## config.mk

```make
export PLATFORM = sky130hd
export DESIGN_NAME = pll_settle_sequencer
export DESIGN_NICKNAME = d
export VERILOG_FILES = /design/src/rtl/pll_settle_sequencer.sv
export SDC_FILE = /design/constraint.sdc
export NUM_CORES = 1
export LEC_CHECK = 0
export BUFFER_PORTS_ARGS = -buffer_cell sky130_fd_sc_hd__buf_2
export CAP_MARGIN = 10
export CORE_ASPECT_RATIO = 1.4
export CORE_MARGIN = 2
export CORE_UTILIZATION = 50
export DETAILED_ROUTE_END_ITERATION = 7
export GPL_ROUTABILITY_DRIVEN = 1
export MAX_ROUTING_LAYER = met4
export PLACE_DENSITY_LB_ADDON = 0.2
export SLEW_MARGIN = 20
export SYNTH_ARGS = -nofsm -noshare
export SYNTH_HDL_FRONTEND = slang
export SYNTH_SLANG_ARGS = --single-unit
```

## constraint.sdc

```tcl
create_clock -name ck -period 4.05 [get_ports ck]
set_input_delay 0.6075 -clock ck [delete_from_list [all_inputs] [get_ports ck]]
set_output_delay 0.6075 -clock ck [all_outputs]
set_load 0.05 [all_outputs]
```

## src/rtl/pll_settle_sequencer.sv

```systemverilog
// Per-channel PLL lock qualifier and timing-engine reset sequencer.
// Each channel filters raw lock, enforces a lock timeout budget and releases tArstFs one cycle after settling.
module pll_settle_sequencer #(
  parameter int BIT_WIDTH      = 2,
  parameter int SETTLE_CYCLES  = 16,
  parameter int TIMEOUT_CYCLES = 200,
  parameter int CNT_W          = 8
) (
  input  logic                 ck,
  input  logic                 arst,
  input  logic [BIT_WIDTH-1:0] pllEnable,
  input  logic [BIT_WIDTH-1:0] pllLock,
  input  logic                 clrErr,
  input  logic                 isolateM1,
  output logic [BIT_WIDTH-1:0] pllSettled,
  output logic [BIT_WIDTH-1:0] tArstFs,
  output logic [BIT_WIDTH-1:0] settleTimeout
);

  localparam logic [CNT_W-1:0] SET_C = SETTLE_CYCLES[CNT_W-1:0];
  localparam logic [CNT_W-1:0] TMO_C = TIMEOUT_CYCLES[CNT_W-1:0];

  typedef enum logic [2:0] {
    ST_OFF,
    ST_WAIT,
    ST_SETTLE,
    ST_SETTLED,
    ST_FAIL
  } state_t;

  for (genvar g = 0; g < BIT_WIDTH; g++) begin : g_ch
    state_t           state_q, state_d;
    logic [CNT_W-1:0] scnt_q, scnt_d, tcnt_q, tcnt_d;
    logic [CNT_W-1:0] scnt_inc, tcnt_inc;
    logic             settled_q, settled_d;
    logic             tarst_q, tarst_d;
    logic             err_q, err_d;
    logic             tmo_set;

    always_ff @(posedge ck) begin
      if (arst) begin
        state_q   <= ST_OFF;
        scnt_q    <= '0;
        tcnt_q    <= '0;
        settled_q <= 1'b0;
        tarst_q   <= 1'b1;
        err_q     <= 1'b0;
      end else begin
        state_q   <= state_d;
        scnt_q    <= scnt_d;
        tcnt_q    <= tcnt_d;
        settled_q <= settled_d;
        tarst_q   <= tarst_d;
        err_q     <= err_d;
      end
    end

    always_comb begin
      scnt_inc = (scnt_q == '1) ? scnt_q : scnt_q + 1'b1;
      tcnt_inc = (tcnt_q == '1) ? tcnt_q : tcnt_q + 1'b1;
      state_d  = state_q;
      scnt_d   = scnt_q;
      tcnt_d   = tcnt_q;
      tmo_set  = 1'b0;
      if (!pllEnable[g]) begin
        state_d = ST_OFF;
        scnt_d  = '0;
        tcnt_d  = '0;
      end else begin
        unique case (state_q)
          ST_OFF: begin
            state_d = ST_WAIT;
            scnt_d  = '0;
            tcnt_d  = '0;
          end
          ST_WAIT, ST_SETTLE: begin
            tcnt_d = tcnt_inc;
            if (pllLock[g]) begin
              // First lock sample in WAIT counts as 1; a completed settle outranks the timeout.
              scnt_d  = (state_q == ST_WAIT) ? CNT_W'(1) : scnt_inc;
              state_d = (scnt_d >= SET_C) ? ST_SETTLED : ST_SETTLE;
            end else begin
              scnt_d  = '0;
              state_d = ST_WAIT;
            end
            if (state_d != ST_SETTLED && tcnt_inc >= TMO_C) begin
              state_d = ST_FAIL;
              tmo_set = 1'b1;
            end
          end
          ST_SETTLED: begin
            if (!pllLock[g]) begin
              state_d = ST_WAIT;
              scnt_d  = '0;
              tcnt_d  = '0;
            end
          end
          ST_FAIL: state_d = ST_FAIL;
          default: begin
            state_d = ST_OFF;
            scnt_d  = '0;
            tcnt_d  = '0;
          end
        endcase
      end
    end

    always_comb begin
      settled_d = (state_d == ST_SETTLED);
      tarst_d   = !((state_q == ST_SETTLED) && (state_d == ST_SETTLED));
      err_d     = tmo_set | (err_q & ~clrErr);
    end

    assign pllSettled[g]    = settled_q & ~isolateM1;
    assign tArstFs[g]       = tarst_q | isolateM1;
    assign settleTimeout[g] = err_q;
  end

endmodule

```

### Word level (Yosys, flattened, before mapping)

Cells that the tools add are included.

* register bits after elaboration: 44
* bits of input ports: 8

* add/subtract/negate cells: 4
* order comparisons: 4
* equal/unequal tests: 18
* multiplexer cells: 36
* bitwise operators: 14
* reductions and logical operators: 14

Operators with widths (number)
* 8-bit case mux with 3 select lines: 4
* 8-bit two-way mux: 10
* 8-bit by 1-bit adder with 8-bit output, second input constant: 4
* 8-bit equality test, second input constant: 4
* 3-bit two-way mux: 10
* 3-bit case mux with 4 select lines: 2
* 3-bit by 2-bit equality test with 1-bit output, second input constant: 6
* 8-bit by 5-bit >= comparator with 1-bit output, second input constant: 2
* 8-bit >= comparator, second input constant: 2
* 1-bit two-way mux: 8
* 2-bit OR reduction: 4
* 3-bit by 1-bit equality test with 1-bit output, second input constant: 2
* 3-bit equality test, second input constant: 2
* 3-bit zero test: 2
* 3-bit by 2-bit inequality test with 1-bit output, second input constant: 2
* 1-bit inverter: 6
* 1-bit AND: 4
* 1-bit logical AND: 4
* 2-bit two-way mux: 2
* 2-bit inequality test, second input constant: 2
* 1-bit OR: 4
* 2-bit AND reduction: 2
* 1-bit zero test: 2

### Longest topological paths before layout

Gate-level depths: netlist of the first run.

* word-level depth: 16
* depth in mapped cells: 8
* mapped depth without buffers: 7

### Least setup slack after synthesis of the first run

OpenSTA, ideal clock, no wires.

* path kind: register -> register
* from: register g_ch[1].tcnt_q[0]
* to: register g_ch[1].state_q[0]
* arrival time: 1824 ps
* required time: 3971 ps
* path slack: 2146 ps
* cell stages (with the launch flop): 8
* path buffers: 1
* period minus slack after synthesis: 1904 ps
* cell sequence: dfxtp_1 ha_1 and3_1 clkbuf_2 o31ai_1 a2111oi_4 mux2_2 a211oi_2

* cells in the longest elaborated chain, start to end: 7
* elaborated cells between the ends (all ways): 8
* those cells by class: 1 x add/sub; 1 x order compare; 1 x eq/ne; 4 x mux; 1 x reduce/logical

Ends and longest elaborated chain
* start, declared: line 33 `logic [CNT_W-1:0] scnt_q, scnt_d, tcnt_q, tcnt_d;`
* start signal, assigned: line 51 `tcnt_q <= tcnt_d;`
* 8-bit by 1-bit adder with 8-bit output / 8-bit equality test (equally long branches): line 60 `tcnt_inc = (tcnt_q == '1) ? tcnt_q : tcnt_q + 1'b1;`
* 8-bit two-way mux (*): line 60
* 8-bit >= comparator (*): line 86 `if (state_d != ST_SETTLED && tcnt_inc >= TMO_C) begin`
* 1-bit logical AND (*): line 86
* 3-bit two-way mux (*): line 86
* 3-bit case mux with 4 select lines (*): line 70 `unique case (state_q)`
* 3-bit two-way mux (*): line 65 `if (!pllEnable[g]) begin`
* end signal, assigned: line 49 `state_q <= state_d;`
* end, declared: line 32 `state_t state_q, state_d;`

Mark *: on every way between the ends. The rest lies on a longest branch, timed or not.
A chain may end at the register's enable or synchronous reset.

### Worst setup path in the final report of the first run

* from: register g_ch[1].scnt_q[0]
* to: register g_ch[1].state_q[0]

* cells in the longest elaborated chain, start to end: 13
* elaborated cells between the ends (all ways): 14
* those cells by class: 1 x add/sub; 1 x order compare; 2 x eq/ne; 9 x mux; 1 x reduce/logical

Ends and longest elaborated chain
* start, declared: line 33
* start signal, assigned: line 50 `scnt_q <= scnt_d;`
* 8-bit by 1-bit adder with 8-bit output / 8-bit equality test (equally long branches): line 59 `scnt_inc = (scnt_q == '1) ? scnt_q : scnt_q + 1'b1;`
* 8-bit two-way mux (*): line 59
* 8-bit two-way mux (*): line 80 `scnt_d = (state_q == ST_WAIT) ? CNT_W'(1) : scnt_inc;`
* 8-bit by 5-bit >= comparator with 1-bit output (*): line 81 `state_d = (scnt_d >= SET_C) ? ST_SETTLED : ST_SETTLE;`
* 1-bit two-way mux (*): line 81
* 2-bit two-way mux (*): line 78 `if (pllLock[g]) begin`
* 3-bit two-way mux (*): line 70
* 3-bit two-way mux (*): line 65
* 3-bit by 2-bit inequality test with 1-bit output: line 86
* 1-bit logical AND: line 86
* 3-bit two-way mux (*): line 86
* 3-bit case mux with 4 select lines (*): line 70
* 3-bit two-way mux (*): line 65

Mark *: on every way between the ends. The rest lies on a longest branch, timed or not. The select of a mux whose other input is x is not followed.

==> metrics.log, run 1 <==
[metrics] yosys warns: 0
[metrics] maximum fanout along the worst path: 5
[metrics] leakage power of the design: 0.924 nW
[metrics] Port-buffer cells: 13
[metrics] Min-Delay Path Class: flip-flop to flip-flop
[metrics] clock tree from TritonCTS: done
[metrics] dominant register cell in the synthesized netlist: sky130_fd_sc_hd__dfxtp_1
[metrics] final wirelength: 5860 µm
[metrics] DRC violation total after the first TritonRoute iteration: 144
[metrics] launch instance of the worst min-delay path: g_ch[1].state_q[1]$_SDFF_PP0_
[metrics] design internal power: 0.000634 W
[metrics] Post-synth ARST share: 0%
[metrics] sequential power share: 53.8%
[metrics] clock input transition at the sequential cells of the worst setup and hold paths: 80 ps
[metrics] antenna viol nets, final: 0
[metrics] layout-stage area growth over the synthesis result: 3.85%
[metrics] fin area: 2840 µm²
[metrics] Setup Buffers After CTS: 0
[metrics] Clock Power Share: 40.4%
[metrics] final weighted congestion in routability-driven placement: 0.830
[metrics] number of max-cap violations: 0
[metrics] Critical Path, Cell by Cell: ha_1, and3_2, and2_1, a211oi_1, nor3_1, mux2_2, a211oi_2
[metrics] horizontal extent of the die: 66.5 µm
[metrics] Crit Reg-Reg Endpoint: g_ch[1].state_q[0]$_SDFF_PP0_
[metrics] total count of max-transition violations in the final report: 0
[metrics] hold buffer count at CTS: 0
[metrics] maximum clock frequency: 466 MHz
[metrics] number of enable-type register cells in the synthesized netlist: 0
[metrics] slowest stage delay, CP: 380 ps
[metrics] number of cells on the worst reg-to-reg path: 7
[metrics] data required time at the worst endpoint: 4250 ps
[metrics] htree depth: 2
[metrics] Synth Register Bits: 44
[metrics] final net count: 354
[metrics] Psw: 0.000185 W
[metrics] CTS-repair resized insts: 0
[metrics] worst slew margin relative to its limit: 28.4%
[metrics] setup slack of the worst register-to-register path: 1910 ps
[metrics] sequential-to-total area share from yosys stat: 32.3%
[metrics] instance count along the most critical hold path: 1
[metrics] I/O pin count: 14
[metrics] count of final hold-check violations: 0
[metrics] Via density: 6.15
[metrics] vias in the first global route: 2260
[metrics] number of buffers between clock root and the deepest sink: 2
[metrics] count of antenna diodes in the layout: 0
[metrics] standard-cell row count: 31
[metrics] cells after synthesis: 347
[metrics] routed len/inst: 14.3 µm
[metrics] hold endpoint: g_ch[1].tarst_q$_SDFF_PP1_
[metrics] Power per Cell Area: 289 nW/µm²
[metrics] Mapped Nets: 359
[metrics] Worst Tran Pin Value: 1070 ps
[metrics] startpoint class of the critical path: flip-flop
[metrics] share of the synthesized area in the top cell type: 32.3%
[metrics] setup repair after global routing missed its margin: no
[metrics] post-route DRC violation count: 0
[metrics] critical path endpoint category: flip-flop
[metrics] minimum clock period: 2140 ps
[metrics] vertical die dimension: 91.4 µm
[metrics] endpoint arrival time on the critical path: 2340 ps
[metrics] Core Region: 5240 µm²
[metrics] Total GRT Usage: 20.6%
[metrics] IR Drop Worst-Case VDD: 0.000160 V
[metrics] combinational share of power: 5.9%
[metrics] TritonCTS Sinks: 44
[metrics] switch share: 22.5%
[metrics] Max Clock Skew: 10.8 ps
[metrics] run status: completed
[metrics] main area contributors after synthesis: sky130_fd_sc_hd__dfxtp_1 32%, sky130_fd_sc_hd__a21oi_1 7.5%, sky130_fd_sc_hd__nor2_1 4.3%
[metrics] maximum number of pins on one net before global-route repair: 22
[metrics] HPWL after detailed placement: 4150 µm
[metrics] antenna violations before repair: 0
[metrics] Mean Syn Cell Area: 7.87 µm²
[metrics] router iterations before antenna repair: 4
[metrics] most frequent standard cell in the layout excluding fill and tap cells: sky130_fd_sc_hd__dfxtp_1
[metrics] most area-hungry cell type in the Yosys netlist: sky130_fd_sc_hd__dfxtp_1
[metrics] sum of negative setup slack: 0 ps
[metrics] vias after detailed routing: 2514
[metrics] Mapped Area: 2730 µm²
[metrics] global-route wire length before repair: 9780 µm
[metrics] sum of overflow across all layers after global routing: 0
[metrics] final hold slack: 500 ps
[metrics] startpoint of the most critical register-to-register path: g_ch[1].scnt_q[0]$_SDFFE_PP0P_
[metrics] cell at the root of the clock tree: sky130_fd_sc_hd__clkbuf_8
[metrics] fraction of layout cells with a size suffix above 1: 12.0%
[metrics] CTS Buf Count: 5
[metrics] final period utilization: 53.0%
[metrics] Placed Area: 2730 µm²
[metrics] Critical Setup Path Class: flip-flop to flip-flop
[metrics] final-report setup violation count: 0
[metrics] starting density of the core: 52.1%
[metrics] clock insertion delay at the later pin of the skew report: 300 ps
[metrics] post-synthesis cell type count: 64
[metrics] Slowest-stage cell, CP: sky130_fd_sc_hd__a211oi_1
[metrics] total die area: 6080 µm²
[metrics] most frequent cells in the layout: 44 x sky130_fd_sc_hd__dfxtp_1, 41 x sky130_fd_sc_hd__a21oi_1, 31 x sky130_fd_sc_hd__nor2_1, 27 x sky130_fd_sc_hd__nand2_1, 20 x sky130_fd_sc_hd__nor3_1
==> synthesized netlist by cell type, types with 3 or more instances <==
library cell / instances
sky130_fd_sc_hd__a31oi_1: 8
sky130_fd_sc_hd__nand2b_1: 6
sky130_fd_sc_hd__nand4_1: 6
sky130_fd_sc_hd__a211oi_2: 3
sky130_fd_sc_hd__inv_1: 7
sky130_fd_sc_hd__buf_4: 4
sky130_fd_sc_hd__dfxtp_1: 44
sky130_fd_sc_hd__nor3b_1: 3
sky130_fd_sc_hd__nand2_1: 27
sky130_fd_sc_hd__o21ai_0: 14
sky130_fd_sc_hd__a211oi_1: 6
sky130_fd_sc_hd__a21oi_1: 41
sky130_fd_sc_hd__ha_1: 4
sky130_fd_sc_hd__o21ai_1: 6
sky130_fd_sc_hd__and4_1: 4
sky130_fd_sc_hd__and3_2: 3
sky130_fd_sc_hd__a21o_1: 3
sky130_fd_sc_hd__clkbuf_1: 12
sky130_fd_sc_hd__a41oi_1: 6
sky130_fd_sc_hd__buf_2: 4
sky130_fd_sc_hd__nor2_1: 31
sky130_fd_sc_hd__nor2b_1: 4
sky130_fd_sc_hd__or2_2: 3
sky130_fd_sc_hd__a311oi_1: 4
sky130_fd_sc_hd__and3_1: 3
sky130_fd_sc_hd__and2_1: 5
sky130_fd_sc_hd__nor3_1: 20
sky130_fd_sc_hd__a32oi_1: 5
sky130_fd_sc_hd__o31ai_1: 3
sky130_fd_sc_hd__nand3_1: 18
==> power groups by stage <==
| stage | Combinational (W) | Clock, W | Sequential [W] |
|---|---|---|---|
| global route | 0.0000536 | 0.000359 | 0.000441 |
| global placement | 0.0000475 | 0 | 0.000450 |
| floorplan | 0.0000393 | 0 | 0.000448 |
| detailed placement | 0.0000481 | 0 | 0.000450 |
| CTS | 0.0000483 | 0.000341 | 0.000440 |
| finish | 0.0000479 | 0.000331 | 0.000440 |
==> final cells by class <==
class / instances / area [µm²]
clock inverters: 2 / 35.0
repair buffers: 13 / 65.1
clock buffers: 6 / 72.6
multi-input cells: 270 / 1670
inverters: 8 / 30.0
well taps: 66 / 82.6
fillers: 519 / 2400
flip-flops and latches: 44 / 881
==> cell families (layout without fill, tap and decap cells) <==
kind of cell | count (synthesis) | after routing | synth area share, %
fa+ha+maj | 4 | 4 | 1.83
xor+xnor | 1 | 1 | 0.321
buf+inv | 33 | 29 | 6.60
mux | 2 | 2 | 0.779
compound gates | 118 | 118 | 30.1
flops | 44 | 44 | 32.3
simple gates | 145 | 145 | 28.1
==> layer usage <==
metal	GRT usage, %	vias to the layer above	wire length (µm)	part of all wire, %
met4	6.12	0	74	1.3
li1	-	1294	-	-
met3	3.84	6	179	3.1
met2	35.2	50	2990	51
met1	24.1	1164	2610	45
met5	-	-	0	0
==> critical path, delay by kind of cell, from the launching register on <==
kind | cells | cell delay [ps]
multiplexers | 1 | 290
adder cells (fa/ha/maj) | 1 | 270
AO/OA/AOI/OAI | 2 | 590
flip-flops | 1 | 350
AND/OR/NAND/NOR | 3 | 560
==> through the flow <==
step | std cells | utilization (%) | setup slack [ps] | power (W)
4_1_cts | 409 | 54.1 | 1870 | 0.000830
6_report | 409 | 54.1 | 1910 | 0.000819
3_5_place_dp | 401 | 52.1 | 1860 | 0.000498
2_1_floorplan | 347 | - | 2150 | 0.000487
3_3_place_gp | 401 | 52.1 | 1910 | 0.000498
5_1_grt | 409 | 54.1 | 1730 | 0.000854
==> flip-flops by register name, summed over array words and instances (netlist names) <==
name            cells
g_ch.err_q          2
g_ch.scnt_q        16
g_ch.settled_q      2
g_ch.state_q        6
g_ch.tarst_q        2
g_ch.tcnt_q        16
==> worst max-delay path by stage <==
stage | to | slack [ps] | cells after the start | from
after detailed placement | g_ch[0].tcnt_q[1]$_SDFFE_PP0P_ | 1860 | 6 | pllLock[0]
after global placement | g_ch[0].tcnt_q[1]$_SDFFE_PP0P_ | 1910 | 6 | pllLock[0]
after global routing | g_ch[1].state_q[2]$_SDFF_PP0_ | 1730 | 7 | g_ch[1].scnt_q[0]$_SDFFE_PP0P_
final | g_ch[1].state_q[0]$_SDFF_PP0_ | 1910 | 7 | g_ch[1].scnt_q[0]$_SDFFE_PP0P_
after CTS | g_ch[1].state_q[0]$_SDFF_PP0_ | 1870 | 7 | g_ch[1].scnt_q[0]$_SDFFE_PP0P_
after floorplan | pllSettled[0] | 2150 | 1 | isolateM1
No activity file was read; power rests on OpenSTA's default activity.
==> run 2: changes to the inputs <==
==> constraint.sdc (replaced) <==
create_clock -name ck -period 1.9 [get_ports ck]
set_input_delay 0.285 -clock ck [delete_from_list [all_inputs] [get_ports ck]]
set_output_delay 0.285 -clock ck [all_outputs]
set_load 0.05 [all_outputs]
==> metrics.log, run 2 (synthesis results as in run 1) <==
[metrics] I/O pin count: 14 (unchanged)
[metrics] clock input transition at the sequential cells of the worst setup and hold paths: 90 ps (was 80 ps)
[metrics] starting density of the core: 52.1% (unchanged)
[metrics] Post-Route Utilization: 61.0% (was 54.1%)
[metrics] Crit Reg-Reg Endpoint: g_ch[1].state_q[0]$_SDFF_PP0_ (unchanged)
[metrics] routed len/inst: 14.5 µm (was 14.3 µm)
[metrics] maximum number of pins on one net before global-route repair: 17 (was 22)
[metrics] TritonCTS Sinks: 44 (unchanged)
[metrics] CTS Buf Count: 5 (unchanged)
[metrics] cell at the root of the clock tree: sky130_fd_sc_hd__clkbuf_8 (unchanged)
[metrics] final-report setup violation count: 0 (unchanged)
[metrics] count of final hold-check violations: 0 (unchanged)
[metrics] leading registers by flop count: g_ch.scnt_q: 16 flops, g_ch.tcnt_q: 16 flops, g_ch.state_q: 6 flops (unchanged)
[metrics] startpoint class of the critical path: flip-flop (unchanged)
[metrics] antenna violations before repair: 0 (unchanged)
[metrics] post-route DRC violation count: 0 (unchanged)
[metrics] slowest stage delay, CP: 400 ps (was 380 ps)
[metrics] run status: completed (unchanged)
[metrics] number of cells on the worst reg-to-reg path: 7 (unchanged)
[metrics] launch instance of the worst min-delay path: clrErr (was g_ch[1].state_q[1]$_SDFF_PP0_)
[metrics] leakage power of the design: 1.11 nW (was 0.924 nW)
[metrics] maximum clock frequency: 539 MHz (was 466 MHz)
[metrics] vertical die dimension: 91.4 µm (unchanged)
[metrics] data required time at the worst endpoint: 2120 ps (was 4250 ps)
[metrics] most frequent cells in the layout: 41 x sky130_fd_sc_hd__a21oi_1, 37 x sky130_fd_sc_hd__dfxtp_1, 35 x sky130_fd_sc_hd__buf_4, 31 x sky130_fd_sc_hd__nor2_1, 27 x sky130_fd_sc_hd__nand2_1 (was 44 x sky130_fd_sc_hd__dfxtp_1, 41 x sky130_fd_sc_hd__a21oi_1, 31 x sky130_fd_sc_hd__nor2_1, 27 x sky130_fd_sc_hd__nand2_1, 20 x sky130_fd_sc_hd__nor3_1)
[metrics] number of max-cap violations: 0 (unchanged)
[metrics] sum of negative setup slack: 0 ps (unchanged)
[metrics] Min-Delay Path Class: input port to flip-flop (was flip-flop to flip-flop)
[metrics] sum of overflow across all layers after global routing: 0 (unchanged)
[metrics] origin of the worst setup path: g_ch[1].scnt_q[0]$_SDFFE_PP0P_ (unchanged)
[metrics] fill cell count: 482 (was 519)
[metrics] standard-cell row count: 31 (unchanged)
[metrics] total count of max-transition violations in the final report: 0 (unchanged)
[metrics] htree depth: 2 (unchanged)
[metrics] DRC violation total after the first TritonRoute iteration: 189 (was 144)
[metrics] worst setup path end: g_ch[1].state_q[0]$_SDFF_PP0_ (unchanged)
[metrics] count of antenna diodes in the layout: 0 (unchanged)
[metrics] Via density: 6.01 (was 6.15)
[metrics] worst slew margin relative to its limit: 71.3% (was 28.4%)
[metrics] most frequent standard cell in the layout excluding fill and tap cells: sky130_fd_sc_hd__a21oi_1 (was sky130_fd_sc_hd__dfxtp_1)
[metrics] IR Drop Worst-Case VDD: 0.000413 V (was 0.000160 V)
[metrics] Core Region: 5240 µm² (unchanged)
[metrics] Critical Path, Cell by Cell: ha_4, and3_4, a311oi_2, a211oi_2, nor3_2, mux2_4, a211oi_2 (was ha_1, and3_2, and2_1, a211oi_1, nor3_1, mux2_2, a211oi_2)
[metrics] router iterations before antenna repair: 4 (unchanged)
[metrics] endpoint arrival time on the critical path: 2080 ps (was 2340 ps)
[metrics] Power per Cell Area: 559 nW/µm² (was 289 nW/µm²)
[metrics] HPWL after detailed placement: 4550 µm (was 4150 µm)
[metrics] setup repair after global routing missed its margin: yes (was no)
[metrics] Critical Setup Path Class: flip-flop to flip-flop (unchanged)
[metrics] Port-buffer cells: 13 (unchanged)
[metrics] horizontal extent of the die: 66.5 µm (unchanged)
[metrics] most used cell along the critical path: sky130_fd_sc_hd__a211oi_2
[metrics] final weighted congestion in routability-driven placement: 0.854 (was 0.830)
[metrics] Total GRT Usage: 22.2% (was 20.6%)
[metrics] final period utilization: 97.6% (was 53.0%)
[metrics] Worst Tran Pin Value: 430 ps (was 1070 ps)
[metrics] antenna viol nets, final: 0 (unchanged)
[metrics] critical path endpoint category: flip-flop (unchanged)
[metrics] Slowest-stage cell, CP: sky130_fd_sc_hd__a211oi_2 (was sky130_fd_sc_hd__a211oi_1)
[metrics] Max Clock Skew: 5.97 ps (was 10.8 ps)
[metrics] hold buffer count at CTS: 0 (unchanged)
[metrics] layout-stage area growth over the synthesis result: 17.0% (was 3.85%)
[metrics] fraction of layout cells with a size suffix above 1: 25.7% (was 12.0%)
[metrics] clock tree from TritonCTS: done (unchanged)
[metrics] startpoint of the most critical register-to-register path: g_ch[1].scnt_q[0]$_SDFFE_PP0P_ (unchanged)
[metrics] clock insertion delay at the later pin of the skew report: 300 ps (about the same)
[metrics] final wirelength: 6430 µm (was 5860 µm)
[metrics] global-route wire length before repair: 10500 µm (was 9780 µm)
[metrics] vias after detailed routing: 2670 (was 2514)
[metrics] maximum fanout along the worst path: 4 (was 5)
[metrics] vias in the first global route: 2347 (was 2260)
[metrics] minimum clock period: 1850 ps (was 2140 ps)
[metrics] number of buffers between clock root and the deepest sink: 2 (unchanged)
[metrics] final net count: 389 (was 354)
[metrics] total die area: 6080 µm² (unchanged)
[metrics] setup slack of the worst register-to-register path: 50 ps (was 1910 ps)
run 2: how the worst min path moves through the flow:
stage	end	depth (start not counted)	slack, ps
after detailed placement	g_ch[0].err_q$_SDFF_PP0_	1	490
after global placement	g_ch[1].tarst_q$_SDFF_PP1_	1	480
after CTS	g_ch[0].err_q$_SDFF_PP0_	3	320
after global routing	g_ch[0].err_q$_SDFF_PP0_	3	340
final	g_ch[0].err_q$_SDFF_PP0_	3	340
after floorplan	g_ch[0].err_q$_SDFF_PP0_	1	440
run 2: layout make-up:
type / count / area [µm²] / share of cell area [%]
multi-input combinational: 270 / 1760 / 55.0
sequential: 44 / 890 / 27.9
timing repair buffer: 48 / 328 / 10.3
tap: 66 / 82.6 / 2.59
clock buffer: 6 / 72.6 / 2.27
clock inverter: 2 / 35.0 / 1.10
inverter: 8 / 30.0 / 0.940
run 2: metal layers:
layer,wire length [µm],vias up,track usage [%]
li1,-,1365,-
met1,2880,1250,26.9
met2,3290,51,36.8
met3,204,4,3.72
met4,54,0,7.31
met5,0,-,-
run 2: report_power, final:
part           total, W  leakage (nW)  switching [W]  internal (W)
clock network  0.000721        0.0552       0.000331      0.000391
logic          0.000129         0.697      0.0000793     0.0000500
registers      0.000935         0.359     0.00000755      0.000927
total           0.00179          1.11       0.000417       0.00137
run 2: stage by stage:
stage	cells	hold WS [ps]	worst slack, ps	total power, W	cell area (µm²)
2_1_floorplan	347	443	10.9	0.00104	2740
3_3_place_gp	435	475	11.8	0.00108	2990
3_5_place_dp	435	490	6.89	0.00108	2990
4_1_cts	443	321	1.88	0.00181	3100
5_1_grt	444	340	-31.8	0.00186	3190
6_report	444	335	46.2	0.00179	3190
run 2: worst max-delay path: cells and delay by family, from the launching register on:
family / cells / cell delay, ps
compound gates: 3 / 700
mux: 1 / 280
flops: 1 / 360
fa+ha+maj: 1 / 140
simple gates: 2 / 300
run 2: repair_timing:
item | CTS | global route
endpoints found under the setup margin | 4 | 13
pin swaps | 0 | 8
resized for setup | 2 | 23
setup buffers | 0 | 1
==> run 3: changes to the inputs <==
--- a/config.mk
+++ b/config.mk
@@ -8,7 +8,7 @@
 export BUFFER_PORTS_ARGS = -buffer_cell sky130_fd_sc_hd__buf_2
 export CAP_MARGIN = 10
 export CORE_ASPECT_RATIO = 1.4
-export CORE_MARGIN = 2
+export CORE_MARGIN = 4
 export CORE_UTILIZATION = 50
 export DETAILED_ROUTE_END_ITERATION = 7
 export GPL_ROUTABILITY_DRIVEN = 1
==> metrics.log, run 3 (synthesis results as in run 1) <==
[metrics] run status: completed (unchanged)
[metrics] clock tree from TritonCTS: done (unchanged)
[metrics] startpoint class of the critical path: flip-flop (unchanged)
[metrics] Min-Delay Path Class: input port to flip-flop (unchanged)
[metrics] endpoint arrival time on the critical path: 2070 ps (was 2080 ps)
[metrics] maximum number of pins on one net before global-route repair: 17 (unchanged)
[metrics] critical path endpoint category: flip-flop (unchanged)
[metrics] vias in the first global route: 2576 (was 2347)
[metrics] cell at the root of the clock tree: sky130_fd_sc_hd__clkbuf_8 (unchanged)
[metrics] global-route wire length before repair: 11500 µm (was 10500 µm)
[metrics] maximum fanout along the worst path: 4 (unchanged)
[metrics] Port-buffer cells: 13 (unchanged)
[metrics] final hold slack: 335 ps (about the same)
[metrics] vias after detailed routing: 2708 (was 2670)
[metrics] HPWL after detailed placement: 4780 µm (was 4550 µm)
[metrics] most frequent standard cell in the layout excluding fill and tap cells: sky130_fd_sc_hd__a21oi_1 (unchanged)
[metrics] starting density of the core: 52.1% (unchanged)
[metrics] antenna viol nets, final: 0 (unchanged)
[metrics] routed len/inst: 15.2 µm (was 14.5 µm)
[metrics] final net count: 392 (was 389)
[metrics] Critical Setup Path Class: flip-flop to flip-flop (unchanged)
[metrics] Via density: 6.06 (was 6.01)
[metrics] Worst Tran Pin Value: 782 ps (was 430 ps)
[metrics] Max Clock Skew: 4.98 ps (was 5.97 ps)
[metrics] area of combinational cells with multiple inputs: 1790 µm² (was 1760 µm²)
[metrics] number of buffers between clock root and the deepest sink: 2 (unchanged)
[metrics] fraction of layout cells with a size suffix above 1: 27.6% (was 25.7%)
[metrics] final wirelength: 6780 µm (was 6430 µm)
[metrics] Slowest-stage cell, CP: sky130_fd_sc_hd__dfxtp_4 (was sky130_fd_sc_hd__a211oi_2)
[metrics] Seq. cell area: 893 µm² (was 890 µm²)
[metrics] setup ws final: 61.0 ps (was 46.2 ps)
[metrics] clock input transition at the sequential cells of the worst setup and hold paths: 90 ps (about the same)
[metrics] setup repair after global routing missed its margin: yes (unchanged)
[metrics] total count of max-transition violations in the final report: 0 (unchanged)
[metrics] clock insertion delay at the later pin of the skew report: 300 ps (about the same)
[metrics] gate family responsible for the most delay along the worst path: compound AO/OA/AOI/OAI gates (unchanged)
[metrics] most frequent cells in the layout: 41 x sky130_fd_sc_hd__a21oi_1, 38 x sky130_fd_sc_hd__buf_4, 36 x sky130_fd_sc_hd__dfxtp_1, 31 x sky130_fd_sc_hd__nor2_1, 26 x sky130_fd_sc_hd__nand2_1 (was 41 x sky130_fd_sc_hd__a21oi_1, 37 x sky130_fd_sc_hd__dfxtp_1, 35 x sky130_fd_sc_hd__buf_4, 31 x sky130_fd_sc_hd__nor2_1, 27 x sky130_fd_sc_hd__nand2_1)
[metrics] horizontal extent of the die: 70.5 µm (was 66.5 µm)
[metrics] count of antenna diodes in the layout: 0 (unchanged)
[metrics] layout-stage area growth over the synthesis result: 21.1% (was 17.0%)
[metrics] slowest stage delay, CP: 380 ps (was 400 ps)
[metrics] CTS Buf Count: 5 (unchanged)
[metrics] final period utilization: 96.8% (was 97.6%)
[metrics] data required time at the worst endpoint: 2130 ps (was 2120 ps)
[metrics] Core Region: 5240 µm² (unchanged)
[metrics] IR Drop Worst-Case VDD: 0.000568 V (was 0.000413 V)
[metrics] TritonCTS Sinks: 44 (unchanged)
[metrics] vertical die dimension: 95.4 µm (was 91.4 µm)
[metrics] DRC violation total after the first TritonRoute iteration: 129 (was 189)
[metrics] Critical Path, Cell by Cell: ha_4, and3_4, a311oi_4, a211oi_2, nor3_2, mux2_2, a211oi_2 (was ha_4, and3_4, a311oi_2, a211oi_2, nor3_2, mux2_4, a211oi_2)
[metrics] worst slew margin relative to its limit: 47.6% (was 71.3%)
[metrics] post-placement worst setup slack: -32.5 ps (was 6.89 ps)
[metrics] minimum clock period: 1840 ps (was 1850 ps)
[metrics] Worst Path Buf+Inv: 0 (unchanged)
[metrics] post-route DRC violation count: 0 (unchanged)
[metrics] maximum clock frequency: 544 MHz (was 539 MHz)
[metrics] final weighted congestion in routability-driven placement: 0.937 (was 0.854)
[metrics] antenna violations before repair: 0 (unchanged)
[metrics] most used cell along the critical path: sky130_fd_sc_hd__a211oi_2 (unchanged)
[metrics] router iterations before antenna repair: 4 (unchanged)
[metrics] fill cell count: 487 (was 482)
[metrics] count of final hold-check violations: 0 (unchanged)
[metrics] sum of overflow across all layers after global routing: 0 (unchanged)
[metrics] total die area: 6720 µm² (was 6080 µm²)
[metrics] htree depth: 2 (unchanged)
[metrics] leakage power of the design: 1.15 nW (was 1.11 nW)
[metrics] final-report setup violation count: 0 (unchanged)
[metrics] standard-cell row count: 31 (unchanged)
[metrics] Power per Cell Area: 623 nW/µm² (was 559 nW/µm²)
[metrics] I/O pin count: 14 (unchanged)
[metrics] sum of negative setup slack: 0 ps (unchanged)
[metrics] Total GRT Usage: 21.5% (was 22.2%)
[metrics] leading registers by flop count: g_ch.scnt_q: 16 flops, g_ch.tcnt_q: 16 flops, g_ch.state_q: 6 flops (unchanged)
[metrics] number of max-cap violations: 0 (unchanged)
[run 3: cell count changes in the layout (fill, tap and decap cells not counted), moves of 2 or more]
cell	change
sky130_fd_sc_hd__nor4b_2	+2
sky130_fd_sc_hd__bufinv_16	+2
sky130_fd_sc_hd__nor4b_1	-2
sky130_fd_sc_hd__buf_4	+3
[run 3: power breakdown]
| group | total, W | internal (W) | switching, W |
|---|---|---|---|
| combinational | 0.000136 | 0.0000519 | 0.0000845 |
| sequential | 0.000931 | 0.000926 | 0.00000490 |
| clock | 0.000992 | 0.000658 | 0.000335 |
[run 3: layout make-up]
type	count	area share, %
Clock buffer	5	2.08
Clock inverter	3	2.73
Inverter	8	0.908
Multi-Input combinational cell	270	54.2
Sequential cell	44	27.0
Tap cell	66	2.50
Timing Repair Buffer	51	10.6
[run 3: through the flow]
stage / power (W) / cell area [µm²] / util, % / cells
2_1_floorplan: 0.00104 / 2740 / - / 347
3_3_place_gp: 0.00108 / 3000 / 57.3 / 437
3_5_place_dp: 0.00109 / 3000 / 57.3 / 437
4_1_cts: 0.00208 / 3180 / 60.8 / 445
5_1_grt: 0.00213 / 3310 / 63.1 / 447
6_report: 0.00206 / 3310 / 63.1 / 447
[run 3: tightest hold or removal path, stage by stage]
cell	delay, ps
sky130_fd_sc_hd__buf_2	90
sky130_fd_sc_hd__nor2_1	50
sky130_fd_sc_hd__a22o_1	170
[run 3: path summary, 6_finish.rpt]
check,slack [ps],cells past startpoint,endpoint,from
worst max-delay path,60,7,g_ch[1].state_q[0]$_SDFF_PP0_,g_ch[1].scnt_q[1]$_SDFFE_PP0P_
worst min-delay path,340,3,g_ch[0].err_q$_SDFF_PP0_,clrErr
worst max register to register,60,7,g_ch[1].state_q[0]$_SDFF_PP0_,g_ch[1].scnt_q[1]$_SDFFE_PP0P_
worst min register to register,510,1,g_ch[0].err_q$_SDFF_PP0_,g_ch[0].err_q$_SDFF_PP0_
[run 3: what timing repair did]
item / CTS / global route
endpoints found under the setup margin: 4 / 14
endpoints found under the hold margin: 0 / 0
pin swaps: 2 / 8
gates resized for setup: 4 / 27
setup buffers: 0 / 2
hold buffers: 0 / 0
[run 3: layer usage]
layer  vias to the layer above  track usage, %  wire length, µm
met5                         -               -                0
met4                         0            5.91              125
met3                        12            3.27              187
met2                        50            39.5             3560
met1                      1282            23.9             2910
li1                       1364               -                -
